--- config.mk ---
export PLATFORM = sky130hd
export DESIGN_NAME = fb_access_arbiter
export DESIGN_NICKNAME = d
export VERILOG_FILES = /design/src/rtl/fb_pkg.sv /design/src/rtl/fb_wr_fifo.sv /design/src/rtl/fb_access_arbiter.sv
export SDC_FILE = /design/constraint.sdc
export NUM_CORES = 1
export LEC_CHECK = 0
export ABC_AREA = 1
export CORE_UTILIZATION = 45
export CTS_CLUSTER_SIZE = 30
export DETAILED_ROUTE_END_ITERATION = 8
export GPL_ROUTABILITY_DRIVEN = 0
export GPL_TIMING_DRIVEN = 0
export HOLD_SLACK_MARGIN = 0.03
export PLACE_DENSITY = 0.85
export REMOVE_ABC_BUFFERS = 1
export SKIP_LAST_GASP = 1
export SLEW_MARGIN = 20
export SYNTH_ARGS = -nofsm -noshare
export SYNTH_HDL_FRONTEND = slang
export SYNTH_SLANG_ARGS = --single-unit
--- constraint.sdc ---
create_clock -name clk_50 -period 2.6 [get_ports clk_50]
set_input_delay 0.26 -clock clk_50 [delete_from_list [all_inputs] [get_ports clk_50]]
set_output_delay 0.26 -clock clk_50 [all_outputs]
set_load 0.01 [all_outputs]
--- src/rtl/fb_pkg.sv ---
// Shared constants and enumerations for the frame-buffer access arbiter.
// Default buffer geometry is 64K x RGB565, addressed as {row[7:0], col[7:0]}.
package fb_pkg;

  localparam int FB_ADDR_W = 16;
  localparam int FB_DATA_W = 16;

  typedef enum logic [1:0] {
    IDLE    = 2'd0,
    ARMED   = 2'd1,
    CAPTURE = 2'd2,
    FROZEN  = 2'd3
  } cap_state_t;

  typedef enum logic {
    MODE_LIVE = 1'b0,
    MODE_SNAP = 1'b1
  } cap_mode_t;

endpackage

--- src/rtl/fb_wr_fifo.sv ---
// Write-holding FIFO for camera pixels waiting for a free buffer slot.
// Show-ahead output; push on full and pop on empty are ignored.
module fb_wr_fifo #(
  parameter int DEPTH = 4,
  parameter int WIDTH = 32
) (
  input  logic             clk_50,
  input  logic             rst,
  input  logic             push,
  input  logic             pop,
  input  logic [WIDTH-1:0] din,
  output logic [WIDTH-1:0] dout,
  output logic             full,
  output logic             empty
);

  localparam int             PTR_W   = $clog2(DEPTH);
  localparam logic [PTR_W:0] PTR_ONE = {{PTR_W{1'b0}}, 1'b1};

  logic [PTR_W:0]   wr_ptr;
  logic [PTR_W:0]   rd_ptr;
  logic [WIDTH-1:0] store [DEPTH];
  logic             push_ok;
  logic             pop_ok;

  // Extra pointer MSB distinguishes full from empty when the indices match.
  assign empty   = (wr_ptr == rd_ptr);
  assign full    = (wr_ptr[PTR_W] != rd_ptr[PTR_W]) &&
                   (wr_ptr[PTR_W-1:0] == rd_ptr[PTR_W-1:0]);
  assign push_ok = push && !full;
  assign pop_ok  = pop && !empty;
  assign dout    = store[rd_ptr[PTR_W-1:0]];

  always_ff @(posedge clk_50 or posedge rst) begin
    if (rst) begin
      wr_ptr <= '0;
      rd_ptr <= '0;
    end else begin
      if (push_ok) wr_ptr <= wr_ptr + PTR_ONE;
      if (pop_ok)  rd_ptr <= rd_ptr + PTR_ONE;
    end
  end

  always_ff @(posedge clk_50) begin
    if (push_ok) store[wr_ptr[PTR_W-1:0]] <= din;
  end

endmodule

--- src/rtl/fb_access_arbiter.sv ---
// Single-port frame-buffer owner: VGA reads win, camera writes queue in a FIFO,
// with a starvation bound for writes and a per-frame capture sequencer.
module fb_access_arbiter
  import fb_pkg::*;
#(
  parameter int ADDR_W       = FB_ADDR_W,
  parameter int DATA_W       = FB_DATA_W,
  parameter int FIFO_DEPTH   = 4,
  parameter int STARVE_LIMIT = 8,
  parameter int MEM_RD_LAT   = 1
) (
  input  logic              clk_50,
  input  logic              rst,
  input  logic              capture_en,
  input  logic              snapshot,
  input  logic              frame_start,
  input  logic              frame_done,
  input  logic              wr_valid,
  output logic              wr_ready,
  input  logic [ADDR_W-1:0] wr_addr,
  input  logic [DATA_W-1:0] wr_data,
  input  logic              rd_valid,
  output logic              rd_ready,
  input  logic [ADDR_W-1:0] rd_addr,
  output logic              rd_data_valid,
  output logic [DATA_W-1:0] rd_data,
  output logic              mem_en,
  output logic              mem_we,
  output logic [ADDR_W-1:0] mem_addr,
  output logic [DATA_W-1:0] mem_wdata,
  input  logic [DATA_W-1:0] mem_rdata,
  output logic [1:0]        cap_state,
  output logic [7:0]        ovf_cnt
);

  localparam int                 STV_W      = $clog2(STARVE_LIMIT + 1);
  localparam logic [STV_W-1:0]   STARVE_MAX = STV_W'(STARVE_LIMIT);
  localparam logic [STV_W-1:0]   STV_ONE    = STV_W'(1);
  localparam int                 ENT_W      = ADDR_W + DATA_W;

  function automatic logic [7:0] sat_inc8(input logic [7:0] v);
    return (v == 8'hFF) ? v : v + 8'd1;
  endfunction

  cap_state_t state_q;
  cap_mode_t  mode_q;

  logic             in_capture;
  logic             fifo_push;
  logic             fifo_full;
  logic             fifo_empty;
  logic [ENT_W-1:0] fifo_dout;
  logic             wr_grant;
  logic             rd_grant;
  logic [STV_W-1:0] starve_cnt;
  logic [MEM_RD_LAT-1:0] rd_vld_pn;

  assign in_capture = (state_q == CAPTURE);
  assign cap_state  = state_q;

  // Outside CAPTURE the write port is a sink so the camera side never stalls.
  assign wr_ready  = in_capture ? !fifo_full : 1'b1;
  assign fifo_push = in_capture && wr_valid && !fifo_full;

  fb_wr_fifo #(
    .DEPTH (FIFO_DEPTH),
    .WIDTH (ENT_W)
  ) u_wr_fifo (
    .clk_50 (clk_50),
    .rst    (rst),
    .push   (fifo_push),
    .pop    (wr_grant),
    .din    ({wr_addr, wr_data}),
    .dout   (fifo_dout),
    .full   (fifo_full),
    .empty  (fifo_empty)
  );

  // Reads own the port unless the queued writes have waited STARVE_LIMIT grants.
  assign wr_grant = !rst && !fifo_empty && (!rd_valid || (starve_cnt == STARVE_MAX));
  assign rd_grant = !rst && rd_valid && !wr_grant;
  assign rd_ready = rd_grant;

  always_comb begin
    mem_en    = wr_grant || rd_grant;
    mem_we    = wr_grant;
    mem_addr  = '0;
    mem_wdata = '0;
    if (wr_grant) begin
      mem_addr  = fifo_dout[ENT_W-1:DATA_W];
      mem_wdata = fifo_dout[DATA_W-1:0];
    end else if (rd_grant) begin
      mem_addr  = rd_addr;
    end
  end

  always_ff @(posedge clk_50 or posedge rst) begin
    if (rst) begin
      starve_cnt <= '0;
    end else if (fifo_empty || wr_grant) begin
      starve_cnt <= '0;
    end else if (rd_grant) begin
      starve_cnt <= starve_cnt + STV_ONE;
    end
  end

  // Read-return stage: one valid bit per buffer latency cycle, in grant order.
  always_ff @(posedge clk_50 or posedge rst) begin
    if (rst) begin
      rd_vld_pn <= '0;
    end else begin
      rd_vld_pn <= (rd_vld_pn << 1) | MEM_RD_LAT'(rd_grant);
    end
  end

  // The buffer's output register is the data stage; only valid cycles pass it on.
  assign rd_data_valid = rd_vld_pn[MEM_RD_LAT-1];
  assign rd_data       = rd_data_valid ? mem_rdata : '0;

  always_ff @(posedge clk_50 or posedge rst) begin
    if (rst) begin
      ovf_cnt <= '0;
    end else if (wr_valid && !wr_ready) begin
      ovf_cnt <= sat_inc8(ovf_cnt);
    end
  end

  // frame_done is checked before frame_start so a coincident pair ends the frame.
  always_ff @(posedge clk_50 or posedge rst) begin
    if (rst) begin
      state_q <= IDLE;
      mode_q  <= MODE_LIVE;
    end else begin
      case (state_q)
        IDLE: begin
          if (snapshot) begin
            state_q <= ARMED;
            mode_q  <= MODE_SNAP;
          end else if (capture_en) begin
            state_q <= ARMED;
            mode_q  <= MODE_LIVE;
          end
        end
        ARMED: begin
          if (frame_start) state_q <= CAPTURE;
        end
        CAPTURE: begin
          if (frame_done) begin
            if (mode_q == MODE_SNAP) state_q <= FROZEN;
            else if (capture_en)     state_q <= ARMED;
            else                     state_q <= IDLE;
          end
        end
        FROZEN: begin
          if (snapshot) begin
            state_q <= ARMED;
            mode_q  <= MODE_SNAP;
          end else if (capture_en) begin
            state_q <= ARMED;
            mode_q  <= MODE_LIVE;
          end
        end
        default: state_q <= IDLE;
      endcase
    end
  end

endmodule

-- Word-level counts from Yosys, hierarchy flattened
Memories as Yosys holds them, arrays and structs flattened.
Index checks and enable logic that the tools add are counted.
- memories: 1
- bits of input ports: 72
- flip-flop bits (word level): 22
- output and inout bits: 63
- bits in writable memories: 128
- reduce and logical (&&, ||, !) cells: 26
- multiplexer cells: 18
- bitwise operators: 1
- equality and inequality tests: 11
- add/subtract/negate cells: 4
- memory list (memory ; depth ; bits a word ; rd ports ; clocked after Yosys merged registers in ; write ports ; RTL line ; source):
    u_wr_fifo.store ; 4 ; 32 ; 1 ; 0 ; 1 ; fb_wr_fifo.sv:22 ; logic [WIDTH-1:0] store [DEPTH];
- operator list (operator ; number):
    $mux 16 ; 4
    $logic_and 1x1->1 ; 10
    $mux 2 ; 5
    $add 8x1->8 const B ; 1
    $eq 8x8->1 const B ; 1
    $mux 4 ; 2
    $add 3x1->3 const B ; 2
    $logic_not 1->1 ; 6
    $mux 1 ; 6
    $pmux 2 s3 ; 1
    $add 4x1->4 const B ; 1
    $eq 2x2->1 const B ; 2
    $eq 4x4->1 const B ; 1
    $ne 2x2->1 const B ; 2
    $reduce_and 2->1 ; 2
    $reduce_bool 2->1 ; 2
    $eq 3x3->1 ; 1
    $logic_or 1x1->1 ; 3
    $ne 3x1->1 const B ; 1
    $reduce_and 3->1 ; 1
    $eq 2x1->1 const B ; 1
    $eq 2x2->1 ; 1
    $logic_not 2->1 ; 1
    $reduce_or 2->1 ; 1
    other kinds (2) ; 2

-- Longest topological paths before layout
- depth after elaboration: 8
- mapped depth: 10
- mapped depth without buffers: 8

-- Cells and area by module
From an unflattened synthesis, not the netlist that was laid out.
- cells, all modules: 618
- area, all modules: 6617.6 µm²
- modules (own cells, without submodules) (module ; sequential area each (µm²) ; instances ; cells each ; area an instance (µm²)):
    fb_wr_fifo ; 3993.8 ; 1 ; 371 ; 5173.7
    fb_access_arbiter ; 400.4 ; 1 ; 247 ; 1443.9

-- Worst setup path after synthesis
Ideal clock, no wire load.
- path kind: reg-to-reg
- start point: reg state_q[0], in the netlist cap_state[0]
- end point: mem u_wr_fifo.store[0][0], enable pin
- cell stages (with the launch flop): 8
- data required time: 2.179 ns
- data arrival time: 2.535 ns
- library setup time: 0.421 ns
- period minus slack after synthesis: 2.956 ns
- setup slack: -0.356 ns
- cell sequence: dfrtp_1 > inv_1 > ha_1 > nand2_1 > inv_1 > buf_2 > nand2_2 > nor2_1
- longest elaborated chain between the ends: 6
- RTL lines (element ; RTL line ; source):
    from (decl) ; fb_access_arbiter.sv:45 ; cap_state_t state_q;
    from (signal assigned) ; fb_access_arbiter.sv:131 ; state_q <= IDLE;
    from (signal assigned) ; fb_access_arbiter.sv:137 ; state_q <= ARMED;
    from (signal assigned) ; fb_access_arbiter.sv:140 ; state_q <= ARMED;
    $eq 2x2->1 ; fb_access_arbiter.sv:58 ; assign in_capture = (state_q == CAPTURE);
    $logic_and 1x1->1 (2 in a row) ; fb_access_arbiter.sv:63 ; assign fifo_push = in_capture && wr_valid && !fifo_full;
    $logic_and 1x1->1 ; fb_wr_fifo.sv:30 ; assign push_ok = push && !full;
    $mux 1 ; fb_wr_fifo.sv:45 ; if (push_ok) store[wr_ptr[PTR_W-1:0]] <= din;
    $mux 1 (not written as such) ; fb_wr_fifo.sv:45 ;
    to (decl) ; fb_wr_fifo.sv:22 ;
Every way passes these cells.

-- Worst setup path after layout
- start point: reg starve_cnt[1]
- end point: out mem_addr[3]
- longest elaborated chain between the ends: 7
- RTL lines (element ; RTL line ; source):
    from (decl) ; fb_access_arbiter.sv:55 ; logic [STV_W-1:0] starve_cnt;
    from (signal assigned) ; fb_access_arbiter.sv:103 ; starve_cnt <= starve_cnt + STV_ONE;
    $eq 4x4->1 * ; fb_access_arbiter.sv:80 ; assign wr_grant = !rst && !fifo_empty && (!rd_valid || (starve_cnt == STARVE_MAX));
    $logic_or 1x1->1 * ; fb_access_arbiter.sv:80 ;
    $logic_and 1x1->1 * ; fb_access_arbiter.sv:80 ;
    $logic_not 1->1 ; fb_access_arbiter.sv:81 ; assign rd_grant = !rst && rd_valid && !wr_grant;
    $logic_and 1x1->1 ; fb_access_arbiter.sv:81 ;
    $mux 16 ; fb_access_arbiter.sv:92 ; end else if (rd_grant) begin
    $mux 16 * ; fb_access_arbiter.sv:89 ; if (wr_grant) begin
    to (decl) ; fb_access_arbiter.sv:29 ; output logic [ADDR_W-1:0] mem_addr,
Every way passes the cells marked *; elsewhere a longest branch is shown, timed or not.

==> flow_metrics.env <==
export IMPL_combPwrFrac_pct=37.1
export IMPL_h_tree_depth=4
export IMPL_power_density_mw_per_mm2=953
export IMPL_vias=5277
export IMPL_cts_buffers=17
export IMPL_yosys_warnings=0
export IMPL_drc=0
export IMPL_cts_sinks=150
export IMPL_gr_total_overflow=0
export IMPL_core_area_mm2=0.0141
export IMPL_synth_area_per_cell_um2=10.6
export IMPL_ios=135
export IMPL_min_path_type="input pin to async pin"
export IMPL_die_area_mm2=0.0152
export IMPL_timing_final_crit_share_pct=103
export IMPL_critical_path_class="flip-flop to output pin"
export IMPL_drt_pass1_iter_count=5
export IMPL_power_frac_clock_pct=27.8
export IMPL_diodes=0
export IMPL_start_util_pct=46.8
export IMPL_tightest_slew_ns=0.497
export IMPL_yosys_register_bits=150
export IMPL_finalWorstSetupSlack_ns=-0.0744
export IMPL_post_dp_hpwl_um=8910
export IMPL_area_sequential_mm2=0.00440
export IMPL_grt_total_usage_pct=24.0
export IMPL_wl_per_cell_um=18.2
export IMPL_synth_cell_type_count=27
export IMPL_vias_per_cell=5.34
export IMPL_max_freq_mhz=374
export IMPL_netlist_area_mm2=0.00660
export IMPL_synthArstFlopShare_pct=14.7
export IMPL_grt_start_max_net_pins=35
export IMPL_fin_area_mm2=0.00925
export IMPL_drive_gt1_share_pct=12.9
export IMPL_cts_tree="yes"
export IMPL_rrSetupSlack_ns=0.16
export IMPL_drt_iter0_markers=420
export IMPL_critPathArrivalTime_ns=2.41
export IMPL_switching_share_pct=35.4
export IMPL_dpl_cell_area_mm2=0.00811
export IMPL_ys_flop_type="edfxtp_1"
export IMPL_core_rowCount=43
export IMPL_clkTransAtPathRegs_ns=0.06
export IMPL_setup_viol=2
export IMPL_fin_nets=879
export IMPL_skew_ns=0.00847
export IMPL_leakagePower_nw=3.80
export IMPL_vdd_drop_max_mv=0.561
export IMPL_rr_endpoint="u_wr_fifo.store[2][24]"
export IMPL_clk_latency_ns=0.42
export IMPL_die_h_um=123
export IMPL_failed_checks="negative setup slack"
export IMPL_antenna_found_initial=0
export IMPL_relSlewSlack_pct=66.7
export IMPL_hold_buffers=0
export IMPL_p_total_mw=8.82
export IMPL_multiInputGateArea_mm2=0.00197
export IMPL_numPortBuffers=134
export IMPL_critPathLaunchType="flip-flop"
export IMPL_hold_viol=0
export IMPL_wl_um=17900
export IMPL_fillCellCount=1051
export IMPL_r2r_cells=7
export IMPL_p_sw_mw=3.12
export IMPL_worstPathMaxFanout=5
export IMPL_status="finished, violations left"
export IMPL_slew_viol_final=0
export IMPL_clockBufferDepth=2
export IMPL_grt_pass1_wl_um=26200
export IMPL_synth_edf_count=128
export IMPL_grt_pass1_vias=5004
export IMPL_power_frac_seq_pct=35.1
export IMPL_drv_cap=0
export IMPL_syn_inst=620
export IMPL_internal_power_mw=5.69
export IMPL_finalCriticalPeriod_ns=2.67
export IMPL_clock_root_buffer="clkbuf_16"
export IMPL_die_w_um=123
export IMPL_r2r_start="cap_state[0]"
export IMPL_synth_yosys_seq_area_share_pct=66.6
export IMPL_cp_end_kind="output pin"
export IMPL_rsz0062_at_grt="true"
export IMPL_synthToLayoutAreaGrowth_pct=40.1
export IMPL_critPathRequiredTime_ns=2.34
export IMPL_tns_ns=-0.145
export IMPL_ant_nets=0
==> layout by cell type (no fill, tap or decap), types with 11 or more instances in the layout <==
master | synthesis | final
edfxtp_1 | 128 | 128
nand2_1 | 115 | 113
nor2_1 | 112 | 108
clkdlybuf4s50_1 | 0 | 100
o21ai_0 | 72 | 72
inv_1 | 41 | 38
buf_4 | 5 | 34
nand3_1 | 31 | 30
dlygate4sd2_1 | 0 | 23
dfrtp_1 | 22 | 20
a21oi_1 | 19 | 18
o22ai_1 | 17 | 17
clkbuf_16 | 0 | 17
ha_1 | 11 | 11
==> worst max path at each step <==
stage / start / end / slack (ns) / depth (start not counted)
2_1_floorplan: u_wr_fifo.rd_ptr[0] / u_wr_fifo.store[0][0] / -1.66 / 6
6_report: starve_cnt[1] / mem_addr[3] / -0.07 / 10
4_1_cts: starve_cnt[1] / mem_addr[7] / -0.15 / 11
3_5_place_dp: u_wr_fifo.rd_ptr[0] / rd_ready / -1.89 / 8
5_1_grt: starve_cnt[1] / mem_addr[3] / -0.16 / 10
3_3_place_gp: u_wr_fifo.rd_ptr[0] / u_wr_fifo.store[3][10] / -3.97 / 6
==> metal layers <==
metal / global-route usage (%) / up-vias / routed length [µm]
met2: 40.9 / 238 / 8950
met4: 10.0 / 0 / 273
met1: 29.3 / 2546 / 7340
li1: - / 2465 / -
met5: 0 / - / 0
met3: 5.81 / 28 / 1370
==> final cells by class <==
| cell class | count | area share (%) |
|---|---|---|
| sequential | 150 | 47.6 |
| multi-input combinational | 397 | 21.4 |
| timing repair buffer | 179 | 19.4 |
| clock buffer | 18 | 4.64 |
| tap | 180 | 2.44 |
| inverter | 44 | 2.19 |
| clock inverter | 13 | 1.69 |
| timing repair inverter | 7 | 0.676 |
==> metrics by stage <==
stage               std cells  worst slack, ns  hold WS, ns  util (%)
floorplan                 589            -1.66        0.258         -
global placement          903            -3.97        0.487      56.7
detailed placement        907            -1.89        0.493      57.6
CTS                       966           -0.151        0.346      64.1
global route              988           -0.161        0.396      65.6
finish                    988          -0.0744        0.361      65.6
==> cell families after synthesis <==
| logic type | share of synthesized area [%] |
|---|---|
| AND/OR/NAND/NOR | 16.3 |
| flip-flops | 66.6 |
| AO/OA/AOI/OAI | 8.65 |
| buffers and inverters | 5.20 |
| adder cells (fa/ha/maj) | 2.09 |
| XOR/XNOR | 1.19 |
==> critical path, stage by stage (launching register included) <==
cell,delay [ns]
dfrtp_1,0.42
inv_2,0.08
ha_1,0.20
nand3_2,0.12
a21oi_4,0.16
buf_12,0.13
nand2_8,0.08
clkinvlp_4,0.15
nand2_1,0.07
nand2_1,0.06
clkdlybuf4s50_1,0.53
==> registers in the layout, indices dropped and copies added (netlist names) <==
name / count
rd_data_valid: 1
starve_cnt: 4
cap_state: 2
mode_q: 1
u_wr_fifo.wr_ptr: 3
u_wr_fifo.rd_ptr: 3
ovf_cnt: 8
u_wr_fifo.store: 128
==> power groups by stage <==
| stage | registers (mW) | logic, mW | clock network, mW |
|---|---|---|---|
| CTS | 3.08 | 3.06 | 2.47 |
| finish | 3.09 | 3.27 | 2.45 |
| global placement | 3.32 | 2.19 | 0 |
| global route | 3.12 | 3.57 | 2.57 |
| detailed placement | 3.33 | 2.32 | 0 |
| floorplan | 3.21 | 1.37 | 0 |
==> cell usage after synthesis, types with 8 or more instances <==
cell / n / area, µm²
a21oi_1: 19 / 95.1
buf_2: 8 / 40.0
clkbuf_1: 14 / 52.6
dfrtp_1: 22 / 551
edfxtp_1: 128 / 3840
ha_1: 11 / 138
inv_1: 41 / 154
nand2_1: 115 / 432
nand3_1: 31 / 155
nor2_1: 112 / 420
o21ai_0: 72 / 360
o22ai_1: 17 / 106
==> timing repair <==
| action | 4_1_cts | 5_1_grt |
|---|---|---|
| setup buffers | 21 | 20 |
| gates cloned | 7 | 2 |
| resized for setup | 48 | 16 |
| endpoints found under the setup margin | 183 | 81 |
| pin swaps | 4 | 6 |
(Power assumes the default switching activity.)
